### config.mk
export PLATFORM = sky130hd
export DESIGN_NAME = prga
export DESIGN_NICKNAME = d
export VERILOG_FILES = /design/src/rtl/prga.sv
export SDC_FILE = /design/constraint.sdc
export NUM_CORES = 1
export LEC_CHECK = 0
export ABC_CLOCK_PERIOD_IN_PS = 2800
export BUFFER_PORTS_ARGS = -buffer_cell sky130_fd_sc_hd__clkbuf_2
export CORE_MARGIN = 3
export CORE_UTILIZATION = 25
export DETAILED_ROUTE_END_ITERATION = 10
export PLACE_DENSITY_LB_ADDON = 0.1
export RECOVER_POWER = 25
export SETUP_SLACK_MARGIN = 0.02
export SYNTH_ARGS = -nofsm -noshare
export SYNTH_HDL_FRONTEND = slang
export SYNTH_SLANG_ARGS = --single-unit
### constraint.sdc
create_clock -name clk -period 2.8 [get_ports clk]
set_input_delay 0.28 -clock clk [delete_from_list [all_inputs] [get_ports clk]]
set_output_delay 0.28 -clock clk [all_outputs]
set_load 0.01 [all_outputs]
### src/rtl/prga.sv
// prga: RC4 pseudo-random generation stage, decrypts a length-prefixed ciphertext into pt memory.
// Optional PRGA_PRINTABLE_ABORT_EN: stop and flag bad on the first non-printable plaintext byte.
module prga #(
  parameter int CT_LEN_MAX = 255
) (
  input  logic       clk,
  input  logic       rst,
  input  logic       en,
  output logic       rdy,
  output logic [7:0] s_addr,
  input  logic [7:0] s_rddata,
  output logic [7:0] s_wrdata,
  output logic       s_wren,
  output logic [7:0] ct_addr,
  input  logic [7:0] ct_rddata,
  output logic [7:0] pt_addr,
  output logic [7:0] pt_wrdata,
  output logic       pt_wren,
  output logic       bad
);
  localparam logic [7:0] LMAX = 8'(CT_LEN_MAX);
  typedef enum logic [3:0] {
    IDLE, RD_LEN, WR_LEN, RD_SI, WAIT_SI, RD_SJ, WAIT_SJ, WR_SI, WR_SJ, RD_PAD, WAIT_PAD, WR_PT
  } state_t;
  state_t state;
  logic [7:0] i, j, k, len, si, sj;
  logic [7:0] l_in, pt_byte;
  logic last;
  assign l_in = (ct_rddata > LMAX) ? LMAX : ct_rddata;
  assign pt_byte = s_rddata ^ ct_rddata;
`ifdef PRGA_PRINTABLE_ABORT_EN
  logic bad_q, unprintable;
  assign unprintable = (pt_byte < 8'h20) || (pt_byte > 8'h7e);
  assign last = (k == len) || unprintable;
  assign bad = bad_q;
  always_ff @(posedge clk or posedge rst)
    if (rst) bad_q <= 1'b0;
    else if (state == IDLE && en) bad_q <= 1'b0;
    else if (state == WR_PT && unprintable) bad_q <= 1'b1;
`else
  assign last = k == len;
  assign bad = 1'b0;
`endif
  always_ff @(posedge clk or posedge rst)
    if (rst) begin
      state <= IDLE;
      i <= 8'd0;
      j <= 8'd0;
      k <= 8'd0;
      len <= 8'd0;
      si <= 8'd0;
      sj <= 8'd0;
    end else begin
      case (state)
        IDLE: if (en) state <= RD_LEN;
        RD_LEN: begin
          i <= 8'd0;
          j <= 8'd0;
          k <= 8'd1;
          state <= WR_LEN;
        end
        WR_LEN: begin
          len <= l_in;
          state <= (l_in == 8'd0) ? IDLE : RD_SI;
        end
        RD_SI: begin
          i <= i + 8'd1;
          state <= WAIT_SI;
        end
        WAIT_SI: state <= RD_SJ;
        RD_SJ: begin
          si <= s_rddata;
          j <= j + s_rddata;
          state <= WAIT_SJ;
        end
        WAIT_SJ: state <= WR_SI;
        WR_SI: begin
          sj <= s_rddata;
          state <= WR_SJ;
        end
        WR_SJ: state <= RD_PAD;
        RD_PAD: state <= WAIT_PAD;
        WAIT_PAD: state <= WR_PT;
        WR_PT: begin
          if (!last) k <= k + 8'd1;
          state <= last ? IDLE : RD_SI;
        end
        default: state <= IDLE;
      endcase
    end
  // The pad index uses the captured si/sj, so an i==j swap still yields the right pad.
  assign rdy = state == IDLE;
  assign s_addr = (state == RD_SI) ? i + 8'd1 :
                  (state == WAIT_SI || state == WR_SI) ? i :
                  (state == RD_SJ) ? j + s_rddata :
                  (state == WAIT_SJ || state == WR_SJ) ? j :
                  (state == RD_PAD || state == WAIT_PAD) ? si + sj : 8'd0;
  assign s_wrdata = (state == WR_SI) ? s_rddata : (state == WR_SJ) ? si : 8'd0;
  assign s_wren = (state == WR_SI) || (state == WR_SJ);
  assign ct_addr = (state == WR_SJ || state == RD_PAD || state == WAIT_PAD) ? k : 8'd0;
  assign pt_addr = (state == WR_PT) ? k : 8'd0;
  assign pt_wrdata = (state == WR_LEN) ? l_in : (state == WR_PT) ? pt_byte : 8'd0;
  assign pt_wren = (state == WR_LEN) || (state == WR_PT);
endmodule

== After elaboration in Yosys (flattened, before gate mapping) ==
Index checks and enable logic that the tools add are counted.

* Output and inout port bits: 44
* Register bits after elaboration: 52

* Order comparisons: 1
* Reductions and logical operators: 13
* Equal/unequal tests: 14
* Mux-type cells: 20
* Bitwise operators: 1
* $add $sub $neg: 4

{| class="wikitable"
|+ Operators with widths
! cell !! number
|-
| 8-bit 2-to-1 mux || 13
|-
| 4-bit case mux with 12 select lines || 1
|-
| 8-bit case mux with 2 select lines || 3
|-
| 8-bit by 1-bit adder with 8-bit output, second input constant || 2
|-
| 8-bit adder || 2
|-
| 4-bit by 3-bit equality test with 1-bit output, second input constant || 4
|-
| 4-bit equality test, second input constant || 4
|-
| 4-bit by 2-bit equality test with 1-bit output, second input constant || 2
|-
| 8-bit equality test || 1
|-
| 8-bit > comparator, second input constant || 1
|-
| 8-bit zero test || 1
|-
| 8-bit bitwise XOR || 1
|-
| 1-bit logical OR || 7
|-
| 2-bit nonzero test || 3
|-
| 4-bit by 1-bit equality test with 1-bit output, second input constant || 1
|-
| 4-bit zero test || 1
|-
| 2-bit 2-to-1 mux || 2
|-
| 4-bit 2-to-1 mux || 1
|-
| 2-bit inequality test, second input constant || 2
|-
| 2-bit AND reduction || 1
|}

== Depth between registers and ports, before layout ==
* Word-level depth: 7
* Depth in mapped cells: 7
* Mapped depth without buffers: 7

== Worst setup path before layout ==
No wires, ideal clock.

* Path type: register to output
* From: reg j[0]
* To: out s_addr[6]
* Data required time: 2.520 ns
* Path slack: 0.632 ns
* Buffers on the path: 0
* Cell stages (with the launch flop): 8
* Arrival time: 1.888 ns
* Cells stage by stage: dfrtp_1 ha_1 fa_1 a21o_1 a21oi_1 nor2_1 a311oi_1 o211ai_1

* Cells in the longest elaborated chain, start to end: 4

{| class="wikitable"
|+ Ends and longest elaborated chain
! element !! line !! text
|-
| start: declaration || 26 || <nowiki>logic [7:0] i, j, k, len, si, sj;</nowiki>
|-
| start signal: assignment || 73 || <nowiki>j <= j + s_rddata;</nowiki>
|-
| 8-bit adder || 95 || <nowiki>(state == RD_SJ) ? j + s_rddata :</nowiki>
|-
| 8-bit 2-to-1 mux || 95 ||
|-
| 8-bit 2-to-1 mux || 94 || <nowiki>(state == WAIT_SI || state == WR_SI) ? i :</nowiki>
|-
| 8-bit 2-to-1 mux || 93 || <nowiki>assign s_addr = (state == RD_SI) ? i + 8'd1 :</nowiki>
|-
| end: declaration || 10 || <nowiki>output logic [7:0] s_addr,</nowiki>
|}

Every way passes these cells.

== Final worst setup path ==
* From: reg si[0]
* To: out s_addr[6]

* Cells in the longest elaborated chain, start to end: 6

{| class="wikitable"
|+ Ends and longest elaborated chain
! element !! line !! text
|-
| start: declaration || 26 ||
|-
| start signal: assignment || 72 || <nowiki>si <= s_rddata;</nowiki>
|-
| 8-bit adder || 97 || <nowiki>(state == RD_PAD || state == WAIT_PAD) ? si + sj : 8'd0;</nowiki>
|-
| 8-bit 2-to-1 mux || 97 ||
|-
| 8-bit 2-to-1 mux || 96 || <nowiki>(state == WAIT_SJ || state == WR_SJ) ? j :</nowiki>
|-
| 8-bit 2-to-1 mux || 95 ||
|-
| 8-bit 2-to-1 mux || 94 ||
|-
| 8-bit 2-to-1 mux || 93 ||
|}

Every way passes these cells.

==> flow_summary_export.csv <==
group,metric,value,unit
status,outcome,"finished, final reports clean",
sta,rsz0062_at_grt,"yes",
global_routing,grt_first_pass_wirelength,19600,µm
worst_setup_path,rrSetupSlack,0.49,ns
finish,seq_area,1300,µm²
global_routing,grt_util_all_layers,0.153,
logic_synthesis,yosysWarningCount,0,
die,die_h,128,µm
global_routing,grt_max_degree,27,
min_path,holdCritPathClass,"input port to flip-flop",
logic_synthesis,ys_ff_latch,52,
worst_setup_path,path_class,"flip-flop to output pin",
worst_setup_path,worstReg2RegStart,"state[1]",
logic_synthesis,ys.flop_type,"dfrtp_1",
die,io_pins,63,
sta,tightest_slew,0.950,ns
logic_synthesis,synthTopCellsByArea,"dfrtp_1 35%, nand2_1 6.3%, ha_1 5.4%",
pwr,switchingPower,2.19,mW
routing,drtAntennaViolNets,0,
routing,finalWirelength,12300,µm
cts,clk_pin_slew,0.08,ns
cts,cts-buffers-inserted,5,
worst_setup_path,crit_required,2.52,ns
cts,cts.sinks,52,
logic_synthesis,syn_inst,421,
logic_synthesis,synth_edf_count,0,
die,start_util,0.256,
global_routing,grt.overflow.total,0,
logic_synthesis,yosysMostFrequentCell,"nand2_1",
finish,fillCellCount,1539,
die,rows,44,
global_routing,grt_util_met2,0.238,
die,die_area,16500,µm²
worst_setup_path,cp-start-kind,"flip-flop",
sta,slew_headroom,0.367,
global_routing,grt_pass1_vias,3403,
global_routing,grt-busiest-layer,"met2",
finish,antenna_cells,0,
routing,first_pass_iters,4,
job,maxCapViolCount,0,
pwr,leakage,2.12,nW
routing,routed_via_density,5.03,
logic_synthesis,synthDistinctLibCells,61,
cts,clk-insertion-delay-late,0.31,ns
placement,place_ws,0.268,ns
finish,nets,528,
routing,vias,3399,
placement,place_congestion,0.885,
routing,wl_per_cell,18.2,µm
global_routing,antenna_found_initial,0,
worst_setup_path,crit_end,"s_addr[6]",
sta,finClkSkew,0.00878,ns
routing,drc,0,
worst_setup_path,ff2ff_path_depth,6,
cts,clock_path_buffers,2,
logic_synthesis,synth_common_cells,"63 x nand2_1, 52 x dfrtp_1, 34 x nor2_1",
worst_setup_path,arrival,2.38,ns
routing,drt_iter0_markers,184,
min_path,hp-start,"en",
worst_setup_path,end_kind,"output pin",
pwr,clock_power_share,0.139,
sta,layout_setup_ws,0.135,ns
logic_synthesis,ys_seq_area_frac,0.348,
finish,final_area,4540,µm²
global_routing,grt_use_met3,0.0221,
logic_synthesis,synth_top_area_cell,"dfrtp_1",
sta,slew_violations,0,
worst_setup_path,cp-startpoint,"si[0]",
sta,setup_viol,0,
die,core,14600,µm²
worst_setup_path,r2r-end,"k[7]",
logic_synthesis,syn_nets,458,
worst_setup_path,cp_max_fo,3,
pwr,swShare,0.461,
finish,drive_gt1_frac,0.264,
finish,syn_to_final_growth,21.6,%
finish,post-route-util,0.311,
sta,final-hold-violation-count,0,
pwr,powerDensity,1040,nW/µm²
logic_synthesis,syn_area_per_cell,8.88,µm²
pwr,p_seq_frac,0.278,
cts,cts-root-buf,"clkbuf_16",
pwr,combPwrFrac,0.583,
placement,hpwl,9280,µm
sta,final.setup.tns,0,ns
logic_synthesis,async_flop_share,1.00,
logic_synthesis,yosysTopAreaCellShare,0.348,
cts,htree_levels,2,
die,die_w,128,µm
placement,postPlaceCellArea,4330,µm²
sta,timing.fmax,0.375,GHz
cts,cts_tree,"done",
pwr,internal_power,2.56,mW
logic_synthesis,synthesis.area,3740,µm²
sta,fin_crit,2.66,ns
finish,multi_input_area,2350,µm²
pwr,vdd_drop_max,0.312,mV
placement,portBuffers,61,
pwr,p_total,4.75,mW
global_routing,grt_use_met1,0.222,
sta,post-route-period-util,0.952,
state kept, by name (all words and copies together), names as in the netlist:
| name | flops |
|---|---|
| j | 8 |
| k | 8 |
| state | 4 |
| sj | 8 |
| len | 8 |
| si | 8 |
| i | 8 |
worst max-delay path, cell delays in order, from the launching register on:
cell and delay (ns):
dfrtp_1 0.40, ha_2 0.22, fa_1 0.40, a21o_1 0.18
a21oi_2 0.16, o21ai_0 0.13, xnor2_1 0.30, o211ai_1 0.12
clkbuf_2 0.15
worst min-delay path by stage:
| stage | depth (start not counted) | to | slack (ns) |
|---|---|---|---|
| 2_1_floorplan | 2 | si[0] | 0.39 |
| 3_3_place_gp | 2 | state[2] | 0.25 |
| 3_5_place_dp | 2 | state[0] | 0.24 |
| 4_1_cts | 3 | state[0] | 0.24 |
| 5_1_grt | 3 | state[0] | 0.25 |
| 6_report | 3 | state[0] | 0.24 |
placed cells by master, fill, tap and decap left out, types with 4 or more instances in the layout:
cell type   n
nand2b_1    7
o21ai_0    33
and2_1      8
mux2_2     16
a211oi_1    8
nor2_1     34
ha_1       15
xnor2_1    13
nor3_1      8
and3_1     13
nand2_1    63
inv_1       6
a31oi_1     4
clkbuf_2   62
dfrtp_1    51
nor2b_1     6
a22o_1     12
nand3_1     8
clkbuf_16   5
a21oi_1    13
buf_4      22
xor2_1     11
a21o_1      7
metrics by stage:
step           std cells  hold slack, ns
3_3_place_gp         666           0.248
2_1_floorplan        421           0.385
6_report             676           0.242
4_1_cts              675           0.240
3_5_place_dp         666           0.238
5_1_grt              676           0.248
power by group through the flow:
stage / clock network (mW) / registers, mW / logic, mW
5_1_grt: 0.709 / 1.37 / 3.06
3_3_place_gp: 0 / 1.33 / 2.66
3_5_place_dp: 0 / 1.33 / 2.67
2_1_floorplan: 0 / 1.19 / 1.90
6_report: 0.659 / 1.32 / 2.77
4_1_cts: 0.683 / 1.32 / 2.69
kinds of logic (layout without fill, tap and decap cells):
logic type / after synthesis / in the layout / synth area share
other: 1 / 1 / 0.00100
AO/OA/AOI/OAI: 106 / 106 / 0.194
AND/OR/NAND/NOR: 171 / 171 / 0.238
multiplexers: 20 / 20 / 0.0592
adder cells (fa/ha/maj): 18 / 18 / 0.0643
XOR/XNOR: 24 / 24 / 0.0562
buffers and inverters: 29 / 100 / 0.0392
flip-flops: 52 / 52 / 0.348
repair_timing:
action,4_1_cts,5_1_grt
hold buffers,1,0
hold endpoints to repair,11,0
setup endpoints to repair,1,7
setup buffers,0,1
gates resized for setup,1,12
pin swaps,0,2
cell type report:
class / count / share of cell area
Timing Repair Buffer: 86 / 0.108
Multi-Input combinational cell: 340 / 0.518
Clock inverter: 3 / 0.00468
Inverter: 6 / 0.00496
Tap cell: 184 / 0.0507
Sequential cell: 52 / 0.287
Clock buffer: 5 / 0.0275
per-layer routing:
| metal | share of wire | wire [µm] |
|---|---|---|
| met5 | 0 | 0 |
| met4 | 0.010 | 128 |
| met3 | 0.037 | 459 |
| met2 | 0.45 | 5570 |
| met1 | 0.50 | 6130 |
Note: power is estimated with default switching activity, not from simulation.
